--- src/rtl/vz_load_arbiter.sv ---
// Buffers VZ loader writes and drains them into RAM by borrowing the Z80 bus through BUSRQ/BUSAK.
// Latency: an entry popped in cycle N is written in N+1. Backpressure: ld_full; a write while full is dropped and sets ovf_err.

// Small synchronous FIFO with registered pointers and a combinational head.
// Latency: a pushed entry is visible at the head one cycle after the push.
// Backpressure: a push while full and a pop while empty are both ignored.
module vz_load_fifo #(
  parameter int AW = 3,
  parameter int DW = 24
) (
  input  logic          I_CLK,
  input  logic          I_RST,
  input  logic          i_push,
  input  logic          i_pop,
  input  logic [DW-1:0] i_din,
  output logic [DW-1:0] o_dout,
  output logic          o_full,
  output logic          o_empty
);
  localparam int DEPTH = 1 << AW;
  localparam logic [AW:0] FULL_CNT = (AW+1)'(DEPTH);

  logic [DW-1:0] r_mem [DEPTH];
  logic [AW-1:0] r_wptr;
  logic [AW-1:0] r_rptr;
  logic [AW:0]   r_count;
  logic          w_push;
  logic          w_pop;

  assign w_push  = i_push && !o_full;
  assign w_pop   = i_pop && !o_empty;
  assign o_full  = (r_count == FULL_CNT);
  assign o_empty = (r_count == '0);
  assign o_dout  = r_mem[r_rptr];

  always_ff @(posedge I_CLK) begin
    if (w_push) r_mem[r_wptr] <= i_din;
  end

  // Pointers wrap naturally at 2**AW.
  always_ff @(posedge I_CLK) begin
    if (I_RST) begin
      r_wptr  <= '0;
      r_rptr  <= '0;
      r_count <= '0;
    end else begin
      if (w_push) r_wptr <= r_wptr + 1'b1;
      if (w_pop)  r_rptr <= r_rptr + 1'b1;
      case ({w_push, w_pop})
        2'b10:   r_count <= r_count + 1'b1;
        2'b01:   r_count <= r_count - 1'b1;
        default: r_count <= r_count;
      endcase
    end
  end
endmodule

module vz_load_arbiter #(
  parameter int FIFO_AW  = 3,
  parameter int HOLD_CYC = 16,
  parameter int TIMEOUT  = 4096
) (
  input  logic        I_CLK,
  input  logic        I_RST,
  input  logic        dl_active,
  input  logic        ld_wr,
  input  logic [15:0] ld_addr,
  input  logic [7:0]  ld_data,
  output logic        ld_full,
  output logic        cpu_busrq_n,
  input  logic        cpu_busak_n,
  input  logic [15:0] cpu_addr,
  input  logic [7:0]  cpu_dout,
  input  logic        cpu_wr,
  output logic [15:0] ram_addr,
  output logic [7:0]  ram_data,
  output logic        ram_wr,
  output logic        load_done,
  output logic        grant_err,
  output logic        ovf_err
);
  localparam int TW = $clog2(TIMEOUT + 1);
  localparam int HW = $clog2(HOLD_CYC + 1);
  localparam logic [TW-1:0] TO_MAX   = TW'(TIMEOUT);
  localparam logic [HW-1:0] HOLD_MAX = HW'(HOLD_CYC);

  typedef enum logic [1:0] {S_IDLE, S_REQ, S_GRANT, S_REL} state_t;

  state_t        r_state;
  state_t        w_next;
  logic          w_full;
  logic          w_empty;
  logic          w_push;
  logic          w_pop;
  logic [23:0]   w_head;
  logic          w_busak_lost;
  logic          w_done;
  logic [15:0]   r_drn_addr;
  logic [7:0]    r_drn_data;
  logic          r_drn_wr;
  logic [TW-1:0] r_to_ctr;
  logic [HW-1:0] r_idle_ctr;
  logic          r_grant_err;
  logic          r_ovf_err;
  logic          r_dl_q;
  logic          r_done_pend;

  assign w_push       = ld_wr && !w_full;
  assign w_pop        = (r_state == S_GRANT) && !w_empty && !cpu_busak_n;
  assign w_busak_lost = (r_state == S_GRANT) && cpu_busak_n;
  assign w_done       = r_done_pend && w_empty && ((r_state == S_IDLE) || (r_state == S_REL));

  vz_load_fifo #(.AW(FIFO_AW), .DW(24)) u_fifo (
    .I_CLK   (I_CLK),
    .I_RST   (I_RST),
    .i_push  (w_push),
    .i_pop   (w_pop),
    .i_din   ({ld_addr, ld_data}),
    .o_dout  (w_head),
    .o_full  (w_full),
    .o_empty (w_empty)
  );

  always_ff @(posedge I_CLK) begin
    if (I_RST) r_state <= S_IDLE;
    else       r_state <= w_next;
  end

  always_comb begin
    w_next = r_state;
    case (r_state)
      S_IDLE:  if (!w_empty) w_next = S_REQ;
      S_REQ:   if (!cpu_busak_n) w_next = S_GRANT;
      S_GRANT: begin
        if (cpu_busak_n) w_next = S_IDLE;
        else if (w_empty && (!dl_active || (r_idle_ctr == HOLD_MAX))) w_next = S_REL;
      end
      S_REL:   w_next = S_IDLE;
      default: w_next = S_IDLE;
    endcase
  end

  // Drain registers own the RAM port only while the bus is granted; RELEASE blanks the strobe.
  always_comb begin
    cpu_busrq_n = !((r_state == S_REQ) || (r_state == S_GRANT));
    ram_addr    = cpu_addr;
    ram_data    = cpu_dout;
    ram_wr      = cpu_wr;
    case (r_state)
      S_GRANT: begin
        ram_addr = r_drn_addr;
        ram_data = r_drn_data;
        ram_wr   = r_drn_wr && !w_busak_lost;
      end
      S_REL:   ram_wr = 1'b0;
      default: ;
    endcase
  end

  always_ff @(posedge I_CLK) begin
    if (I_RST) begin
      r_drn_addr <= '0;
      r_drn_data <= '0;
      r_drn_wr   <= 1'b0;
    end else begin
      r_drn_wr <= w_pop;
      if (w_pop) begin
        r_drn_addr <= w_head[23:8];
        r_drn_data <= w_head[7:0];
      end
    end
  end

  // Both counters saturate at their compare value so they never wrap back under it.
  always_ff @(posedge I_CLK) begin
    if (I_RST) begin
      r_to_ctr   <= '0;
      r_idle_ctr <= '0;
    end else begin
      if (r_state != S_REQ)       r_to_ctr <= '0;
      else if (r_to_ctr != TO_MAX) r_to_ctr <= r_to_ctr + 1'b1;
      if ((r_state != S_GRANT) || !w_empty) r_idle_ctr <= '0;
      else if (r_idle_ctr != HOLD_MAX)      r_idle_ctr <= r_idle_ctr + 1'b1;
    end
  end

  always_ff @(posedge I_CLK) begin
    if (I_RST) begin
      r_grant_err <= 1'b0;
      r_ovf_err   <= 1'b0;
      r_dl_q      <= 1'b0;
      r_done_pend <= 1'b0;
    end else begin
      if (((r_state == S_REQ) && cpu_busak_n && (r_to_ctr == TO_MAX)) || w_busak_lost)
        r_grant_err <= 1'b1;
      if (ld_wr && w_full) r_ovf_err <= 1'b1;
      r_dl_q <= dl_active;
      // A new download cancels a pending completion; a fresh fall re-arms it.
      if (dl_active && !r_dl_q)      r_done_pend <= 1'b0;
      else if (!dl_active && r_dl_q) r_done_pend <= 1'b1;
      else if (w_done)               r_done_pend <= 1'b0;
    end
  end

  assign ld_full   = w_full;
  assign load_done = w_done;
  assign grant_err = r_grant_err;
  assign ovf_err   = r_ovf_err;
endmodule

--- config.mk ---
export PLATFORM = sky130hd
export DESIGN_NAME = vz_load_arbiter
export DESIGN_NICKNAME = d
export VERILOG_FILES = /design/src/rtl/vz_load_arbiter.sv
export SDC_FILE = /design/constraint.sdc
export NUM_CORES = 1
export LEC_CHECK = 0
export BUFFER_PORTS_ARGS = -buffer_cell sky130_fd_sc_hd__buf_2
export CORE_MARGIN = 1
export CORE_UTILIZATION = 55
export DETAILED_ROUTE_END_ITERATION = 8
export GPL_TIMING_DRIVEN = 0
export PLACE_DENSITY = 0.85
export REMOVE_ABC_BUFFERS = 1
export SLEW_MARGIN = 20
export SYNTH_ARGS = -nofsm -noshare
export SYNTH_HDL_FRONTEND = slang
export SYNTH_SLANG_ARGS = --single-unit
--- constraint.sdc ---
create_clock -name I_CLK -period 4.6 [get_ports I_CLK]
set_input_delay 0.23 -clock I_CLK [delete_from_list [all_inputs] [get_ports I_CLK]]
set_output_delay 0.23 -clock I_CLK [all_outputs]
set_load 0.005 [all_outputs]
# After elaboration in Yosys (flattened, before gate mapping)
# Memory sizes are Yosys's and may differ from the RTL's. A register that Yosys moved wholly into a read port is not among the register bits.
# Cells that the tools add are included.
# Widths: inputs -> output; s select.
[totals] register_bits=35 ram_bits=192 in_bits=54 out_inout_bits=30 wordCells=81 n_memories=1
[op_classes] addsub=6 n_eq_ne=15 muxes=13 n_reduce_logical=35
[mem_list] memory="u_fifo.r_mem" depth=8 word_bits=24 rd=1 rd_ports_with_merged_regs=1 write_ports=1 line="23" source="logic [DW-1:0] r_mem [DEPTH];"
[ops] cell="$mux 16" count=1
[ops] cell="$logic_and 1x1->1" count=15
[ops] cell="$add 13x1->13 const B" count=1
[ops] cell="$eq 13x13->1 const B" count=1
[ops] cell="$ne 13x13->1 const B" count=1
[ops] cell="$mux 2" count=4
[ops] cell="$mux 8" count=1
[ops] cell="$pmux 2 s4" count=1
[ops] cell="$pmux 4 s2" count=1
[ops] cell="$logic_not 1->1" count=7
[ops] cell="$add 3x1->3 const B" count=2
[ops] cell="$eq 2x2->1 const B" count=3
[ops] cell="$ne 2x2->1 const B" count=3
[ops] cell="$reduce_or 2->1" count=3
[ops] cell="$add 5x1->5 const B" count=1
[ops] cell="$eq 5x5->1 const B" count=1
[ops] cell="$logic_or 1x1->1" count=5
[ops] cell="$ne 5x5->1 const B" count=1
[ops] cell="$add 4x1->4 const B" count=1
[ops] cell="$eq 2x1->1 const B" count=2
[ops] cell="$eq 4x4->1 const B" count=1
[ops] cell="$logic_not 4->1" count=1
[ops] cell="$mux 1" count=4
[ops] cell="$reduce_bool 2->1" count=2
[ops] cell="other kinds (6)" count=6

# Logic depth before layout (Yosys ltp)
# Gate-level depths: netlist (run 1).
[logic_depth] ltp_word=7 ltp_mapped=15 ltp_nobuf=11

# Cells and area by module
# A second synthesis (run 1) with hierarchy kept.
[unflattened] hier_cells=602 hier_area_um2=10373.7
[by_module_without_submodules] module="vz_load_fifo" instances=1 cells_per_inst=351 area_each_um2=7982.7 seq_area_each_um2=6025.8
[by_module_without_submodules] module="vz_load_arbiter" instances=1 cells_per_inst=251 area_each_um2=2391.0 seq_area_each_um2=980.9

# Least setup slack after synthesis (run 1)
# OpenSTA, ideal clock, no wires.
[synth_timing] path_kind="flip-flop to flip-flop" start="reg u_fifo.r_count[0]" end="mem u_fifo.r_mem[0][0], enable pin" setup_time_ns=0.466 arrival_time_ns=3.077 required_ns=4.134 path_slack_ns=1.057 stages_incl_launch_ff=5 n_path_buf=1 synth_period_minus_slack_ns=3.543 cell_sequence="dfxtp_1 or4b_2 buf_2 nand2_2 nor4_1"
[synth_via] elab_chain_len=6
[synth_lines] item="from (decl)" line="26" source="logic [AW:0] r_count;"
[synth_lines] item="from (signal assigned)" line="50" source="2'b10: r_count <= r_count + 1'b1;"
[synth_lines] item="from (signal assigned)" line="51" source="2'b01: r_count <= r_count - 1'b1;"
[synth_lines] item="from (signal assigned)" line="52" source="default: r_count <= r_count;"
[synth_lines] item="$eq 4x4->1 (*)" line="32" source="assign o_full = (r_count == FULL_CNT);"
[synth_lines] item="$logic_not 1->1 (*)" line="30, 108"
[synth_lines] item="$logic_and 1x1->1" line="108" source="assign w_push = ld_wr && !w_full;"
[synth_lines] item="$logic_and 1x1->1 (*)" line="30" source="assign w_push = i_push && !o_full;"
[synth_lines] item="$mux 1 (*)" line="37" source="if (w_push) r_mem[r_wptr] <= i_din;"
[synth_lines] item="$mux 1 (implied by the code) (*)" line="37"
[synth_lines] item="to (decl)" line="23"
# Mark *: on every way between the ends. The rest lies on a longest branch, timed or not.

# Worst setup path after layout (run 1)
[layout_timing] start="reg r_state[0]" end="reg u_fifo.r_count[3]"
[layout_via] elab_chain_len=6 elab_cells_between_ends=8 cone_classes="eq/ne (3); mux (1); reduce/logical (4)"
[layout_lines] item="from (decl)" line="89" source="state_t r_state;"
[layout_lines] item="from (signal assigned)" line="126" source="else r_state <= w_next;"
[layout_lines] item="$eq 2x2->1 (*)" line="109" source="assign w_pop = (r_state == S_GRANT) && !w_empty && !cpu_busak_n;"
[layout_lines] item="$logic_and 1x1->1 (*) (2 in series)" line="109"
[layout_lines] item="$logic_and 1x1->1 (*)" line="31" source="assign w_pop = i_pop && !o_empty;"
[layout_lines] item="$eq 2x1->1 / $eq 2x2->1 (equally long branches)" line="49" source="case ({w_push, w_pop})"
[layout_lines] item="$pmux 4 s2 / $reduce_bool 2->1 (equally long branches)"
# Marks and branches as above.
# A chain may end at the register's enable or synchronous reset.

==> impl_results.md, run 1 <==
* Final ANT Viol Nets at 0
* Layout area overhead at 19.75%
* Remaining DRCs at 0
* CTS tree: yes
* Clock group share of total power at 41.7%
* Height of the die at 136.9 um
* Compound-cell area share of the yosys netlist at 2.913%
* R2r endpoint: u_fifo.r_count[3]
* CTS Sinks at 251
* Clock latency on the worst-skew pair at 540 ps
* Main combinational cell family by area after synthesis: multiplexers
* XOR/XNOR Fraction of Synth Area at 1.663%
* Critical-path maximum fanout at 28
* Initial antenna violation count at 0
* Worst-path clk slew at 60 ps
* Worst endpoint data arrival time at 4370 ps
* Proportion of layout cells with a drive suffix above 1 at 34.24%
* Min-Delay Path Class: in2reg
* Worst Skew at 19.54 ps
* Register bit count reported by yosys at 251
* I/O pin count at 84
* Slew HR at 26.93%
* Post-CTS sizing at 0
* Final period util at 85.40%
* Cell depth of the worst flop-to-flop path at 10
* WL/cell at 22.10 um
* Site Rows at 48
* Post-synth ARST share at 0%
* GRT Overall Usage at 24.02%
* Sink of the worst hold path: ovf_err
* NetSw at 1.152 mW
* Combinational share of power at 9.5%
* RSZ-0062 raised after global routing: no
* HP Start: ld_wr
* Number of flops mapped to enable cells by yosys at 192
* Critical Path RT at 5040 ps
* Fin. max-slew vios at 0
* Multiplexer area fraction after synthesis at 13.80%
* Post-DP HPWL at 13340 um
* Die area at 18740 um^2
* Die width at 136.9 um
* ANT cells at 0
* Most used DFF post-synth: edfxtp_1
* Final min period at 3928 ps
* Pin count of the biggest net entering global routing at 51
* Maximum vdd drop at 356.3 uV
* Total Nets Final at 789
* Cts bufs inserted at 25
* Initial Util at 57.08%
* Cell Pwr Density at 437.2 nW/um^2
* Mean post-synth cell area at 16.85 um^2
* Via count at 5692
* Hold Slack at 19.61 ps
* Vias per cell at 5.905
* Post-synthesis adder-cell area fraction at 1.950%
* # Post-CTS Setup Buffers at 0
* Most common cell after layout, fill and taps aside: edfxtp_1
* Worst r2r src: r_state[0]
* Yosys cell types at 49
* WHS Path Cells at 3
* Yosys Warn Count at 0
* Maxcap violations at 0
* CTS H-Tree Depth at 1
* First-pass DRT Iterations at 5
* Startpoint types: flip-flop
* Lkg Pwr at 4.064 nW
* Part of the Yosys area used for sequential elements at 69.40%
* 1st-iter DRT viols at 362
* Post-Syn Instances at 594
* Area of the core at 17540 um^2
* Int Pwr at 4.088 mW
* Sum Neg Setup Slack at 0 ps
* Area share of and/or/nand/nor cells after synthesis at 7.813%
* Vias in the first global route at 6184
* Status: finished, final reports clean
* Register-to-register setup slack at 670 ps
* Final Power at 5.240 mW
* RePlAce Congestion at 0.7665
* Final setup fails at 0
* Fmax at 0.2546 GHz
* Kind of critical path: reg2reg
* # hold bufs at CTS at 25
* Clock Tree Buf Depth at 3
* Mapped cell area at 10010 um^2
* Critical path endpoint category: flip-flop
* Hold Vio Cnt, Final at 0
* # port buffers at 83
* Final WL at 21300 um
* Root Driver: clkbuf_16
* Fillers at 1158
* First-pass GRT wire length at 33040 um
* Tightest Pin Transition at 1096 ps
* Register share of total power at 48.8%
* Most frequent cells in the layout: edfxtp_1 (192), buf_2 (86), dfxtp_1 (57), mux4_2 (48), nor2_1 (43)
* Switching share of power at 21.98%
* Total grt overflow at 0
[per-layer routing]
metal  up-vias  GRT usage (%)  routed length, um  share of wire, %
li1       2561              -                  -                 -
met1      2862          28.55               8152                38
met2       219          43.26              11320                53
met3        50          4.111               1228               5.8
met4         0          9.829                596               2.8
met5         -              0                  0                 0
[cells in the mapped netlist (2+ instances only)]
master / n / share of area (%)
xnor2_1: 11 / 0.96
buf_4: 3 / 0.22
or3_1: 2 / 0.12
nand3_1: 13 / 0.65
mux4_2: 48 / 11
nor4b_1: 2 / 0.18
o21ai_0: 4 / 0.20
nand2_1: 9 / 0.34
buf_6: 7 / 0.79
mux2i_1: 3 / 0.30
mux2_2: 24 / 2.7
and3_1: 2 / 0.12
nand3_4: 2 / 0.35
buf_1: 3 / 0.11
dfxtp_1: 59 / 12
o22ai_1: 24 / 1.5
nor2_2: 9 / 0.56
edfxtp_1: 192 / 58
clkbuf_1: 10 / 0.38
xor2_1: 8 / 0.70
ha_1: 14 / 1.8
a21oi_1: 12 / 0.60
nor3_2: 9 / 0.90
buf_2: 7 / 0.35
nor4_1: 7 / 0.44
nand3b_1: 2 / 0.15
nand2b_1: 4 / 0.25
nor3_1: 24 / 1.2
inv_1: 15 / 0.56
nor2_1: 46 / 1.7
[stage by stage]
| step | setup WS, ps | cell area, um^2 | instances | util, % |
|---|---|---|---|---|
| after floorplan | 1026 | 9819 | 563 | - |
| after global placement | -1081 | 10520 | 871 | 59.97 |
| after detailed placement | 692.9 | 10840 | 893 | 61.82 |
| after CTS | 656.7 | 11990 | 964 | 68.35 |
| after global routing | 318.3 | 11990 | 964 | 68.35 |
| final | 671.6 | 11990 | 964 | 68.35 |
[flip-flops by register name (all words and copies together), names as in the netlist, 3 cells and up]
| register | cells |
|---|---|
| r_drn_addr | 16 |
| r_drn_data | 8 |
| u_fifo.r_mem | 192 |
| r_to_ctr | 13 |
| u_fifo.r_rptr | 3 |
| u_fifo.r_wptr | 3 |
| u_fifo.r_count | 4 |
| r_idle_ctr | 5 |
[cell families after synthesis]
logic type,after synthesis
compound gates,48
xor+xnor,19
fa+ha+maj,15
buf+inv,46
flops,251
mux,75
simple gates,140
[worst max-delay path by stage]
stage,startpoint,end,slack [ps]
after detailed placement,r_state[0],u_fifo.r_count[3],690
after global placement,u_fifo.r_count[0],u_fifo.r_mem[0][19],-1080
after floorplan,r_state[0],u_fifo.r_count[3],1030
final,r_state[0],u_fifo.r_count[3],670
after global routing,r_state[0],u_fifo.r_count[3],320
after CTS,r_state[0],u_fifo.r_count[3],660
[worst max-delay path, cell delays in order, from the launching register on]
cell and delay, ps:
dfxtp_1 330, inv_1 150, ha_2 470, nor2b_1 720, and2_4 600, ha_1 290
ha_1 290, a21oi_1 180, a21oi_1 120, or4_1 480, a21oi_1 190
[final cells by class]
type / count / area [um^2] / share of cell area, %
Clock buffer: 33 / 685.7 / 5.720
Multi-Input combinational cell: 297 / 2868 / 23.92
Clock inverter: 13 / 210.2 / 1.754
Tap cell: 225 / 281.5 / 2.349
Timing Repair Buffer: 130 / 930.9 / 7.766
Inverter: 15 / 56.30 / 0.4697
Sequential cell: 251 / 6954 / 58.02
[power groups by stage]
stage               combinational (mW)  sequential [mW]  clock [mW]
floorplan                        0.276             2.60           0
global placement                 0.414             2.61           0
detailed placement               0.476             2.60           0
CTS                              0.501             2.56        2.20
global route                     0.545             2.56        2.29
finish                           0.496             2.56        2.19
No activity file was read; power rests on OpenSTA's default activity.
==> run 2: changes to the inputs <==
--- a/config.mk
+++ b/config.mk
@@ -11,3 +11,2 @@
 export DETAILED_ROUTE_END_ITERATION = 8
-export GPL_TIMING_DRIVEN = 0
 export PLACE_DENSITY = 0.85
==> constraint.sdc (replaced) <==
create_clock -name I_CLK -period 4.6 [get_ports I_CLK]
set_input_delay 0.69 -clock I_CLK [delete_from_list [all_inputs] [get_ports I_CLK]]
set_output_delay 0.69 -clock I_CLK [all_outputs]
set_load 0.005 [all_outputs]
==> run 2 against run 1 <==
Largest cell class unchanged. Die area did not move. Sequential share of layout area increased by 2.4 points. Largest power group unchanged. Highest routed layer is now met5. First-iteration DRC count up 2.5%.
==> impl_results.md, run 2 (synthesized netlist as in run 1, its figures left out) <==
* Status: finished, final reports clean
* Worst Skew at 10.76 ps
* Total grt overflow at 0
* RSZ-0062 raised after global routing: no
* Largest regs: u_fifo.r_mem x192, r_drn_addr x16, r_to_ctr x13
* Slew HR at 29.66%
* Maxcap violations at 0
* Clock Tree Buf Depth at 3
* Fmax at 0.2842 GHz
* Critical Path Max Stage Delay at 650 ps
* Kind of critical path: reg2reg
* # hold bufs at CTS at 0
* Lkg Pwr at 3.849 nW
* Pin count of the biggest net entering global routing at 51
* Critical Path RT at 5040 ps
* Hold Vio Cnt, Final at 0
* Place WS at 982.2 ps
* Final WL at 20010 um
* CTS tree: yes
* Min-Delay Path Class: in2reg
* Total Nets Final at 752
* Design Area, Final at 11500 um^2
* Root Driver: clkbuf_16
* Final min period at 3519 ps
* Vias per cell at 5.964
* Most common cell after layout, fill and taps aside: edfxtp_1
* Worst-path clk slew at 60 ps
* Post-DP HPWL at 11280 um
* Via count at 5541
* Remaining DRCs at 0
* Worst path cell trace: inv_1 -> ha_1 -> nor2b_1 -> and2_4 -> ha_1 -> ha_1 -> a21oi_1 -> a21oi_1 -> or4_1 -> a21oi_1
* Maximum vdd drop at 378.8 uV
* Tightest Pin Transition at 1055 ps
* Initial antenna violation count at 3
* HP Start: ld_addr[2]
* Placement-stage cell area at 10630 um^2
* Hold Slack at 425.7 ps
* Cell Pwr Density at 442.3 nW/um^2
* Vias in the first global route at 5735
* CP startpoint: r_state[0]
* CP bufs+invs at 1
* Final ANT Viol Nets at 0
* Setup WS post-layout at 1081 ps
* Final Core Density at 65.58%
* Height of the die at 136.9 um
* Final period util at 76.50%
* Sum Neg Setup Slack at 0 ps
* Placed insts at 881
* Die area at 18740 um^2
* # Post-CTS Setup Buffers at 0
* Cts bufs inserted at 25
* Non-Filler Instances at 929
* Die width at 136.9 um
* First-pass DRT Iterations at 5
* I/O pin count at 84
* CTS H-Tree Depth at 1
* Final setup fails at 0
* CP max-delay cell: nor2b_1
* Max FFs per register at 192
* 1st-iter DRT viols at 371
* Final Power at 5.086 mW
* # port buffers at 83
* Initial Util at 57.08%
* Critical path endpoint category: flip-flop
* CTS Sinks at 251
* Worst endpoint data arrival time at 3960 ps
* Worst r2r src: r_state[0]
* Most flops, register: u_fifo.r_mem
* Critical-path maximum fanout at 28
* Site Rows at 48
* Most frequent cells in the layout: edfxtp_1 (192), buf_2 (83), dfxtp_1 (57), mux4_2 (48), nor2_1 (43)
* Area of the core at 17540 um^2
* Post-CTS sizing at 0
* First-pass GRT wire length at 31240 um
* Proportion of layout cells with a drive suffix above 1 at 34.19%
* RePlAce Congestion at 0.8136
* WL/cell at 21.54 um
* Fin. max-slew vios at 0
* GRT Overall Usage at 22.60%
* Top delay family on crit path: simple AND/OR/NAND/NOR gates
* Startpoint types: flip-flop
* Clock latency on the worst-skew pair at 530 ps
* Layout area overhead at 14.90%
==> run 2: cell types whose count changed in the layout (fill, tap and decap cells not counted), sizes merged <==
cell / previous run / this run
clkinv: 5 / 6
inv: 17 / 16
bufinv: 5 / 3
diode: 0 / 2
clkbuf: 33 / 35
buf: 105 / 93
dlygate4sd3: 25 / 0
==> run 2: layer usage <==
layer | GRT usage (%) | part of all wire (%) | vias up
met3 | 4.370 | 5.9 | 44
li1 | - | - | 2489
met4 | 6.960 | 2.6 | 2
met2 | 38.97 | 50 | 192
met5 | 0 | 0.075 | -
met1 | 29.07 | 41 | 2814
==> run 2: cell type report <==
| cell class | count | area, um^2 |
|---|---|---|
| diodes | 2 | 5.005 |
| clock buffers | 35 | 713.2 |
| clock inverters | 11 | 146.4 |
| fillers | 1165 | 6036 |
| inverters | 15 | 56.30 |
| multi-input cells | 297 | 2856 |
| flip-flops and latches | 251 | 6952 |
| well taps | 225 | 281.5 |
| repair buffers | 93 | 490.5 |
==> run 2: worst reg2reg max path, stage by stage (launching register included) <==
cell,delay (ps)
dfxtp_1,330
inv_1,150
ha_1,190
nor2b_1,650
and2_4,570
ha_1,280
ha_1,280
a21oi_1,190
a21oi_1,120
or4_1,500
a21oi_1,170
==> run 2: power breakdown <==
part / leakage, nW / total [mW] / internal [mW] / switching, mW
Combinational: 1.20 / 0.436 / 0.204 / 0.232
Sequential: 2.22 / 2.57 / 2.51 / 0.0556
Clock: 0.423 / 2.08 / 1.26 / 0.828
Total: 3.85 / 5.09 / 3.97 / 1.12
==> run 2: final timing paths <==
kind | end | slack (ps) | depth (start not counted)
worst max-delay path | u_fifo.r_count[3] | 1080 | 10
worst min-delay path | u_fifo.r_mem[4][10] | 430 | 1
worst max register to register | u_fifo.r_count[3] | 1080 | 10
worst min register to register | r_done_pend | 470 | 2
==> run 3: changes to the inputs <==
clock period = 3.4 ns   (was 4.6 ns; I/O delays follow)
==> run 3 against run 2 <==
Global-route usage down 0.46 points. Register-to-register slack got worse by 540 ps. Clock power grew 23%. Critical endpoint unchanged. Largest power group unchanged.
==> impl_results.md, run 3 (synthesized netlist as in run 1, its figures left out) <==
* Status: finished, final reports clean
* Post-DP HPWL at 11420 um
* Fmax at 0.3499 GHz
* Place WS at 557.9 ps
* Remaining DRCs at 0
* Height of the die at 136.9 um
* Critical Path RT at 3830 ps
* Layout area overhead at 14.20%
* First-pass DRT Iterations at 5
* Kind of critical path: reg2reg
* 1st-iter DRT viols at 406
* Die width at 136.9 um
* WL/cell at 21.32 um
* Register-to-register setup slack at 540 ps
* Largest regs: u_fifo.r_mem x192, r_drn_addr x16, r_to_ctr x13
* First-pass GRT wire length at 30480 um
* Initial antenna violation count at 1
* Non-Filler Instances at 931
* # port buffers at 83
* Final min period at 2858 ps
* Clock Tree Buf Depth at 3
* # Post-CTS Setup Buffers at 0
* CTS tree: yes
* Storage element area at 6952 um^2
* Setup WS post-layout at 541.9 ps
* Tightest Pin Transition at 647.7 ps
* Total Nets Final at 756
* Final WL at 19850 um
* GRT Overall Usage at 22.14%
* Area of the core at 17540 um^2
* RePlAce Congestion at 0.8173
* Sum Neg Setup Slack at 0 ps
* Cts bufs inserted at 24
* Most flops, register: u_fifo.r_mem
* Lkg Pwr at 3.829 nW
* Final ANT Viol Nets at 0
* Maximum vdd drop at 579.6 uV
* Vias in the first global route at 5720
* Worst Skew at 26.60 ps
* Max FFs per register at 192
* Worst endpoint data arrival time at 3290 ps
* CTS H-Tree Depth at 1
* Post-CTS sizing at 0
* # hold bufs at CTS at 0
* Min-Delay Path Class: in2reg
* Fillers at 1142
* Die area at 18740 um^2
* Worst-path clk slew at 60 ps
* Clock latency on the worst-skew pair at 530 ps
* Startpoint types: flip-flop
* Vias per cell at 5.981
* I/O pin count at 84
* Maxcap violations at 0
* Site Rows at 48
* Hold Vio Cnt, Final at 0
* Root Driver: clkbuf_16
* Initial Util at 57.08%
* Total grt overflow at 0
* Slew HR at 56.82%
* Area of the multi-input gates at 2850 um^2
* Critical path endpoint category: flip-flop
* Via count at 5568
* RSZ-0062 raised after global routing: no
* Hold Slack at 247.9 ps
* CTS Sinks at 251
* Final period util at 84.06%
* Critical-path maximum fanout at 7
* Proportion of layout cells with a drive suffix above 1 at 33.76%
* Placed insts at 886
* Cell Pwr Density at 580.5 nW/um^2
* Most frequent cells in the layout: edfxtp_1 (192), buf_2 (83), dfxtp_1 (57), mux4_2 (48), nor2_1 (43)
* Most common cell after layout, fill and taps aside: edfxtp_1
* Final setup fails at 0
* Fin. max-slew vios at 0
* Final Core Density at 65.18%
* Pin count of the biggest net entering global routing at 30
## run 3: per-layer routing
layer | global-route usage (%) | wire length (um) | vias up
met5 | 0 | 13 | -
met4 | 6.288 | 382 | 2
met3 | 4.333 | 1292 | 37
met2 | 38.49 | 10080 | 211
met1 | 28.39 | 8085 | 2825
li1 | - | - | 2493
## run 3: cell type report
type,instances,share of cell area (%)
Timing Repair Buffer,98,4.619
Clock inverter,15,1.149
Clock buffer,29,5.506
Multi-Input combinational cell,297,24.93
Tap cell,225,2.463
Inverter,15,0.4926
Sequential cell,251,60.81
Antenna cell,1,0.02189
## run 3: worst max-delay path, stage by stage (launching register included)
cell and delay, ps:
dfxtp_1 360, or4b_2 760, nand2_2 220, ha_1 250, ha_1 290, a21oi_1 170
a21oi_1 120, or4_1 470, a21oi_1 150
## run 3: path summary, 6_finish.rpt
path | from | to | depth (start not counted)
max | u_fifo.r_count[0] | u_fifo.r_count[3] | 8
min | ld_addr[11] | u_fifo.r_mem[1][19] | 1
max reg2reg | u_fifo.r_count[0] | u_fifo.r_count[3] | 8
min reg2reg | r_dl_q | r_done_pend | 2
## run 3: stage by stage
step	cell area, um^2	total power, mW
2_1_floorplan	9819	3.888
3_3_place_gp	10670	4.095
3_5_place_dp	10670	4.137
4_1_cts	11430	6.683
5_1_grt	11430	6.860
6_report	11430	6.636
## run 3: power breakdown
part / internal (mW) / switching (mW) / total, mW
Combinational: 0.283 / 0.333 / 0.616
Sequential: 3.40 / 0.0626 / 3.46
Clock: 1.47 / 1.09 / 2.56
